`src/rtl/uibi_pkg.sv`:
```
// uibi_pkg: shared types, bus mode encodings and alignment helper for the UIBI master port
package uibi_pkg;

    typedef enum logic [1:0] {BYTE = 2'd0, HALF = 2'd1, WORD = 2'd2} size_t;

    localparam logic [2:0] UIBI_MODE_WORD = 3'b111;
    localparam logic [2:0] UIBI_MODE_HALF = 3'b011;
    localparam logic [2:0] UIBI_MODE_BYTE = 3'b001;

    typedef logic [1:0] fsm_t;
    localparam fsm_t IDLE = 2'd0;
    localparam fsm_t BUS  = 2'd1;
    localparam fsm_t RESP = 2'd2;

    // Size code 3 has no legal encoding, so it is rejected like a misaligned access
    function automatic logic uibi_misaligned(input logic [1:0] size, input logic [1:0] off);
        return size == 2'd3 || (size == HALF && off[0]) || (size == WORD && off != 2'd0);
    endfunction

endpackage

```
`src/rtl/uibi_lane_align.sv`:
```
// uibi_lane_align: write-lane shift and read right-align/extend for the UIBI master port
module uibi_lane_align #(
    parameter int XLEN = 32
) (
    input  logic [XLEN-1:0] wdata,
    input  logic [1:0]      wr_off,
    output logic [XLEN-1:0] wdata_sh,
    input  logic [XLEN-1:0] bus_dat_i,
    input  logic [1:0]      rd_off,
    input  logic [1:0]      size,
    input  logic            is_unsigned,
    output logic [XLEN-1:0] rdata
);
    import uibi_pkg::*;

    logic [XLEN-1:0] sh;

    assign wdata_sh = wdata << {wr_off, 3'b000};
    assign sh       = bus_dat_i >> {rd_off, 3'b000};
    assign rdata    = size == BYTE ? {{(XLEN-8){!is_unsigned && sh[7]}}, sh[7:0]} :
                      size == HALF ? {{(XLEN-16){!is_unsigned && sh[15]}}, sh[15:0]} : sh;

endmodule

```
`src/rtl/uibi_master_port.sv`:
```
// uibi_master_port: turns one core load/store into a single registered UIBI master transaction
module uibi_master_port #(
    parameter int XLEN        = 32,
    parameter int SLAVE_WIDTH = 4,
    parameter int TIMEOUT     = 256
) (
    input  logic                    clk,
    input  logic                    rst_n,
    input  logic                    cpu_req,
    output logic                    cpu_ready,
    input  logic                    cpu_wen,
    input  logic [XLEN-1:0]         cpu_addr,
    input  logic [1:0]              cpu_size,
    input  logic                    cpu_unsigned,
    input  logic [XLEN-1:0]         cpu_wdata,
    output logic                    cpu_done,
    output logic                    cpu_err,
    output logic [XLEN-1:0]         cpu_rdata,
    input  logic [XLEN-1:0]         bus_dat_i,
    output logic [XLEN-1:0]         bus_dat_o,
    output logic [XLEN-SLAVE_WIDTH-1:0] bus_addr,
    output logic [SLAVE_WIDTH-1:0]  bus_num,
    output logic                    bus_req,
    output logic                    bus_wen,
    output logic [2:0]              bus_mode,
    input  logic                    bus_ready
);
    import uibi_pkg::*;

    localparam int CW = TIMEOUT > 1 ? $clog2(TIMEOUT) : 1;
    localparam logic [CW-1:0] TO_LAST = CW'(TIMEOUT > 0 ? TIMEOUT - 1 : 0);

    fsm_t            state;
    logic [1:0]      size_r;
    logic [1:0]      off_r;
    logic            uns_r;
    logic [CW-1:0]   cnt;
    logic [XLEN-1:0] wdata_sh;
    logic [XLEN-1:0] rd_ext;
    logic [2:0]      mode;
    logic            mis;

    assign cpu_ready = rst_n && state == IDLE;
    assign bus_req   = state == BUS;
    assign cpu_done  = state == RESP;
    assign mis       = uibi_misaligned(cpu_size, cpu_addr[1:0]);
    assign mode      = cpu_size == BYTE ? UIBI_MODE_BYTE :
                       cpu_size == HALF ? UIBI_MODE_HALF :
                       cpu_size == WORD ? UIBI_MODE_WORD : 3'b000;

    uibi_lane_align #(.XLEN(XLEN)) u_align (
        .wdata       (cpu_wdata),
        .wr_off      (cpu_addr[1:0]),
        .wdata_sh    (wdata_sh),
        .bus_dat_i   (bus_dat_i),
        .rd_off      (off_r),
        .size        (size_r),
        .is_unsigned (uns_r),
        .rdata       (rd_ext)
    );

    always_ff @(posedge clk) begin
        if (!rst_n) begin
            state     <= IDLE;
            size_r    <= '0;
            off_r     <= '0;
            uns_r     <= 1'b0;
            cnt       <= '0;
            bus_wen   <= 1'b0;
            bus_mode  <= 3'b000;
            bus_addr  <= '0;
            bus_num   <= '0;
            bus_dat_o <= '0;
            cpu_err   <= 1'b0;
            cpu_rdata <= '0;
        end else if (state == IDLE) begin
            if (cpu_req) begin
                state     <= mis ? RESP : BUS;
                size_r    <= cpu_size;
                off_r     <= cpu_addr[1:0];
                uns_r     <= cpu_unsigned;
                cnt       <= '0;
                bus_wen   <= cpu_wen;
                bus_mode  <= mode;
                bus_addr  <= cpu_addr[XLEN-SLAVE_WIDTH-1:0];
                bus_num   <= cpu_addr[XLEN-1:XLEN-SLAVE_WIDTH];
                bus_dat_o <= wdata_sh;
                cpu_err   <= mis;
                cpu_rdata <= mis ? '0 : cpu_rdata;
            end
        end else if (state == BUS) begin
            if (bus_ready) begin
                state     <= RESP;
                cpu_rdata <= bus_wen ? '0 : rd_ext;
            end else if (TIMEOUT != 0 && cnt == TO_LAST) begin
                state     <= RESP;
                cpu_err   <= 1'b1;
                cpu_rdata <= '0;
            end else begin
                cnt <= cnt + 1'b1;
            end
        end else begin
            state <= IDLE;
        end
    end

endmodule

```
`config.mk`:
```
export PLATFORM = sky130hd
export DESIGN_NAME = uibi_master_port
export DESIGN_NICKNAME = d
export VERILOG_FILES = /design/src/rtl/uibi_pkg.sv /design/src/rtl/uibi_lane_align.sv /design/src/rtl/uibi_master_port.sv
export SDC_FILE = /design/constraint.sdc
export NUM_CORES = 1
export LEC_CHECK = 0
export CAP_MARGIN = 20
export CORE_MARGIN = 1
export CORE_UTILIZATION = 48
export CTS_CLUSTER_SIZE = 14
export DETAILED_ROUTE_END_ITERATION = 6
export PLACE_DENSITY = 0.86
export SETUP_SLACK_MARGIN = 0.02
export SYNTH_ARGS = -nofsm -noshare
export SYNTH_HDL_FRONTEND = slang
export SYNTH_HIERARCHICAL = 1
export SYNTH_SLANG_ARGS = --single-unit
```
`constraint.sdc`:
```
create_clock -name clk -period 2.8 [get_ports clk]
set_input_delay 0.56 -clock clk [delete_from_list [all_inputs] [get_ports clk]]
set_output_delay 0.56 -clock clk [all_outputs]
set_load 0.005 [all_outputs]
```
==> metrics.txt, run 1 <==
largest area contributor in the netlist dfxtp_1; DR WL/cell ~17 um; Yosys reg bits around 110; setup TNS 0 ns; antenna violations before repair 0; grt total ovfl 0; worst hold-check path type flop to flop; Core ar. between 10,000 and 15,000 um2; All-Layer GR Usage 0.283; Final setup viols 0; vias per cell slightly below 6; CP delay by family, top buffers and inverters; starting density of the core 0.501; Top-Level Pins 208; EDFF count, synth 0; diode count 0; Routed Antenna Nets 0; die width 109 um; post-cts repair resize count 0; share of layout cells above drive strength 1 0.0910; row count 38; Worst-Margin Slew approximately 0.86 ns; Max Cap Viol 0; Yosys cell types 57; Vias 5,747; most common cell after layout, fill and taps aside clkdlybuf4s50_1; async set-reset flop share out of synthesis 0; final hold vios 0; DIE AREA between 10,000 and 15,000 um2; Clock Path Buffers 2; worst path buffer plus inverter count 2; largest net degree at the start of global routing 82; Mapped Area 5530 um2; crit path cell chain inv_1 > nor2_1 > clkdlybuf4s50_1; FMAX 421 MHz; P_leak slightly above 3 nW; Crit-path slowest cell dfxtp_1; worst-path maximum fanout 10; Hold Slack 0.453 ns; R2R Setup Slk between 0.6 and 0.7 ns; Max stage delay on crit path between 0.5 and 0.6 ns; Synth Instances 661; Area Growth Syn to Fin 49.0%; Synth top area share 0.413; first-pass GRT wire length about 26 mm; simple logic cell fraction of the synthesized area 0.223; pwr dens 594 nW/um2; largest family of logic cells by synthesized area compound AO/OA/AOI/OAI gates; Final #Nets 953; post-synthesis area per instance 8.37 um2; DRC 0; vias in the first global route 5,385; clock root buffer master clkbuf_16; Detail Placement HPWL approximately 12 mm; prevailing post-synth register cell dfxtp_1; outcome finished, final reports clean; crit path launch type flop; CTS Buf Count 17; Final period util 0.849; clock insertion delay at the later pin of the skew report ~0.41 ns; Yosys warning count 6; post-synthesis net count 770; Post-CTS Setup Inserts 0; most frequent cells in the layout 207 x clkdlybuf4s50_1, 167 x nand2_1, 114 x dfxtp_1, 91 x a21oi_1; Clock Skew roughly 0.0069 ns; register area share after synthesis 0.413; ranking of synthesized cells by area dfxtp_1 41%, nand2_1 11%, a21oi_1 8.2%, a32o_1 5.8%, mux2i_1 5.8%; Worst Setup End Kind output pin; Crit Path Class flop to output pin; crit path DAT 1.82 ns; DR iter-0 viols ~470; port bufs ~210; XOR/XNOR Fraction of Synth Area 0; Crit path required time between 2 and 2.5 ns; Max Slew Vio Count 0; RSZ-0062 raised after global routing no; Synth Area in Adders 0.0113; Worst IR Drop VDD approximately 0.48 mV; total clock sinks roughly 110; H-tree level count 4; CTS tree yes; Final min period around 2.4 ns; gpl congestion a little under 0.9; DIE HEIGHT between 100 and 150 um; Hold-fix buffers, CTS 0; mux cell area share after synthesis 0.0674; post-synthesis compound-gate area fraction 0.230; max_slew headroom 0.429; drt pass-1 iters 5; clock-pin slew on the worst setup and hold paths roughly 0.06 ns; Detailed Route WL roughly 17 mm
[layout make-up]
class / instances / area (um2)
Clock buffer: 17 / 425
Clock inverter: 15 / 184
Fill cell: 836 / 2790
Inverter: 6 / 22.5
Multi-Input combinational cell: 487 / 2960
Sequential cell: 114 / 2280
Tap cell: 140 / 175
Timing Repair Buffer: 218 / 2190
[final timing paths]
kind	startpoint	to	cells after the start
worst max-delay path	state[0]$_SDFFE_PN0P_	bus_req	3
worst min-delay path	bus_addr[17]$_SDFFE_PN0P_	bus_addr[17]$_SDFFE_PN0P_	2
worst max register to register	bus_addr[1]$_SDFFE_PN0P_	cpu_rdata[8]$_SDFFE_PN0P_	5
worst min register to register	bus_addr[17]$_SDFFE_PN0P_	bus_addr[17]$_SDFFE_PN0P_	2
[per-layer routing]
layer | vias up | routed length [um] | GRT usage
met1 | 2703 | 6600 | 0.325
met3 | 33 | 1900 | 0.107
met2 | 314 | 8250 | 0.475
met5 | - | 0 | 0
li1 | 2697 | - | -
met4 | 0 | 403 | 0.114
[Yosys cell counts (3+ instances only)]
master and number:
nand3_2 8, nand2_1 168, or2_2 6, dfxtp_1 114
a31oi_1 8, nor2_1 24, nor2b_1 18, a32o_1 32
clkbuf_1 28, ha_1 5, and2_1 8, nor3_1 3
inv_1 5, nor3b_1 3, buf_2 17, nand3_1 5
a211oi_1 19, o31ai_1 3, a21oi_1 91, mux2i_1 32
buf_6 6, o21ai_0 9, o211ai_1 7
[state kept, by name, indices dropped and copies added, names as in the netlist]
register	cells
bus_num	4
cnt	8
cpu_err	1
uns_r	1
bus_mode	3
bus_dat_o	32
state	2
bus_addr	28
size_r	2
bus_wen	1
cpu_rdata	32
[report_power, final]
part           internal, mW  leakage [nW]  total, mW  switching (mW)
Clock                  1.41         0.290       2.20           0.790
Combinational         0.469          1.80      0.928           0.458
Sequential             1.71         0.929       1.77          0.0635
Total                  3.59          3.02       4.90            1.31
[cell families after synthesis]
kind of cell / Yosys count
AOI/OAI and AO/OA: 184
buffers and inverters: 60
and+or+nand+nor: 263
muxes: 35
adders and majority gates: 5
DFF: 114
[worst reg2reg max path, delay by kind of cell (launching register included)]
family	cells	cell delay [ns]
compound gates	3	0.70
flops	1	0.58
buf+inv	1	0.38
mux	1	0.38
[metrics by stage]
step	util	cells	power, mW	area (um2)	worst slack (ns)
2_1_floorplan	-	661	2.28	5530	0.908
3_3_place_gp	0.692	965	2.69	7630	0.307
3_5_place_dp	0.692	965	2.72	7630	0.238
4_1_cts	0.747	997	4.91	8240	0.413
5_1_grt	0.747	997	5.08	8240	0.286
6_report	0.747	997	4.90	8240	0.424
No activity file was read; power rests on OpenSTA's default activity.
==> inputs of run 2 (changes only) <==
--- a/config.mk
+++ b/config.mk
@@ -7,10 +7,10 @@
 export LEC_CHECK = 0
 export CAP_MARGIN = 20
 export CORE_MARGIN = 1
-export CORE_UTILIZATION = 48
+export CORE_UTILIZATION = 45
 export CTS_CLUSTER_SIZE = 14
 export DETAILED_ROUTE_END_ITERATION = 6
-export PLACE_DENSITY = 0.86
+export PLACE_DENSITY = 0.81
 export SETUP_SLACK_MARGIN = 0.02
 export SYNTH_ARGS = -nofsm -noshare
 export SYNTH_HDL_FRONTEND = slang
==> constraint.sdc (replaced) <==
create_clock -name clk -period 2.28 [get_ports clk]
set_input_delay 0.456 -clock clk [delete_from_list [all_inputs] [get_ports clk]]
set_output_delay 0.456 -clock clk [all_outputs]
set_load 0.005 [all_outputs]
==> metrics.txt, run 2 (same netlist as run 1, synthesis figures left out) <==
outcome finished, final reports clean; Area Growth Syn to Fin 51.4%; Clock Skew approximately 0.0061 ns; crit path DAT 1.69 ns; All-Layer GR Usage 0.275; H-tree level count 4; pwr dens slightly above 700 nW/um2; antenna violations before repair 0; DRC 0; Clock Path Buffers 2; vias per cell ~5.6; Crit Path Class flop to output pin; CTS Buf Count 17; Max stage delay on crit path about 0.57 ns; gpl congestion 0.843; Core ar. between 10,000 and 15,000 um2; biggest regs bus_dat_o x32, cpu_rdata x32, bus_addr x28; grt total ovfl 0; most common cell after layout, fill and taps aside clkdlybuf4s50_1; first-pass GRT wire length roughly 27 mm; Max Cap Viol 0; setup TNS 0 ns; Worst IR Drop VDD between 0.5 and 0.6 mV; clock insertion delay at the later pin of the skew report 0.42 ns; worst slack at placement -0.0557 ns; DIE HEIGHT roughly 110 um; share of layout cells above drive strength 1 0.0992; FMAX between 400 and 500 MHz; clock root buffer master clkbuf_16; clock-pin slew on the worst setup and hold paths roughly 0.050 ns; Worst Setup End Kind output pin; total clock sinks approximately 110; Hold-fix buffers, CTS 0; Final Non-Filler Cells 1,014; Power Total roughly 6 mW; Crit path required time 1.82 ns; worst hold-check path type flop to flop; CTS tree yes; Max Slew Vio Count 0; DR WL/cell around 17 um; Detailed Route WL between 15 and 20 mm; P_leak around 3.1 nW; Vias roughly 5,700; Final #Nets 963; Final period util 0.939; Detail Placement HPWL roughly 12 mm; worst-path maximum fanout 39; port bufs about 210; RSZ-0062 raised after global routing no; Worst-Margin Slew about 0.84 ns; vias in the first global route between 5,000 and 6,000; final hold vios 0; diode count 0; cell total after placement 982; max_slew headroom 0.439; crit path cell chain buf_6 > clkdlybuf4s50_1; most frequent cells in the layout 206 x clkdlybuf4s50_1, 167 x nand2_1, 113 x dfxtp_1, 91 x a21oi_1; row count 40; DR iter-0 viols between 300 and 400; Final setup viols 0; starting density of the core 0.461; DIE AREA between 10,000 and 15,000 um2; Routed Antenna Nets 0; die width approximately 110 um; Final min period about 2.1 ns; drt pass-1 iters 5; largest net degree at the start of global routing 82; crit path launch type flop; Top-Level Pins 208; Crit-path slowest cell clkdlybuf4s50_1; post-route setup slack around 0.14 ns
-- run 2: changes by cell type in the layout (fill, tap and decap cells not counted), sizes merged --
cell	change
clkinv	-2
clkdlybuf4s50	-1
clkinvlp	-1
clkbuf	+6
buf	+10
inv	-3
dlygate4sd2	+1
-- run 2: critical path, delay by kind of cell (launching register included) --
family                 cells  cell delay [ns]
buffers and inverters      2             0.88
DFF                        1             0.37
-- run 2: per-layer routing --
metal | global-route usage | vias up | part of all wire
met2 | 0.477 | 258 | 0.49
li1 | - | 2722 | -
met4 | 0.106 | 0 | 0.020
met1 | 0.308 | 2708 | 0.40
met5 | 0 | - | 0
met3 | 0.101 | 24 | 0.092
-- run 2: worst paths after layout --
kind | start | to | slack [ns] | cells past startpoint
setup reg to reg | cnt[0]$_SDFFE_PN0P_ | cpu_rdata[7]$_SDFFE_PN0P_ | 0.34 | 6
hold reg to reg | bus_addr[11]$_SDFFE_PN0P_ | bus_addr[11]$_SDFFE_PN0P_ | 0.45 | 2
setup / recovery | bus_addr[0]$_SDFFE_PN0P_ | bus_addr[0] | 0.14 | 2
hold / removal | bus_addr[11]$_SDFFE_PN0P_ | bus_addr[11]$_SDFFE_PN0P_ | 0.45 | 2
-- run 2: area by class of cell --
class                           instances  area (um2)
Fill cell                             920        3640
Multi-Input combinational cell        487        2960
Timing Repair Buffer                  228        2320
Sequential cell                       114        2280
Clock buffer                           23         478
Tap cell                              147         184
Clock inverter                          9         129
Inverter                                6        22.5
-- run 2: timing repair --
| action | 4_1_cts | 5_1_grt |
|---|---|---|
| hold endpoints to repair | 0 | 0 |
| buffers inserted | 0 | 0 |
| endpoints found under the setup margin | 2 | 1 |
| gates resized for setup | 2 | 1 |
-- run 2: metrics by stage --
stage	hold WS [ns]	cell area [um2]	utilization
6_report	0.452	8380	0.697
5_1_grt	0.472	8380	0.697
4_1_cts	0.453	8370	0.697
3_5_place_dp	0.445	7760	0.646
3_3_place_gp	0.441	7760	0.646
2_1_floorplan	0.453	5530	-
-- run 2: power breakdown --
group          switching (mW)  leakage [nW]  internal, mW
clock                   0.930         0.293          1.80
combinational           0.567          1.88         0.606
sequential             0.0761         0.930          2.10
total                    1.57          3.10          4.51
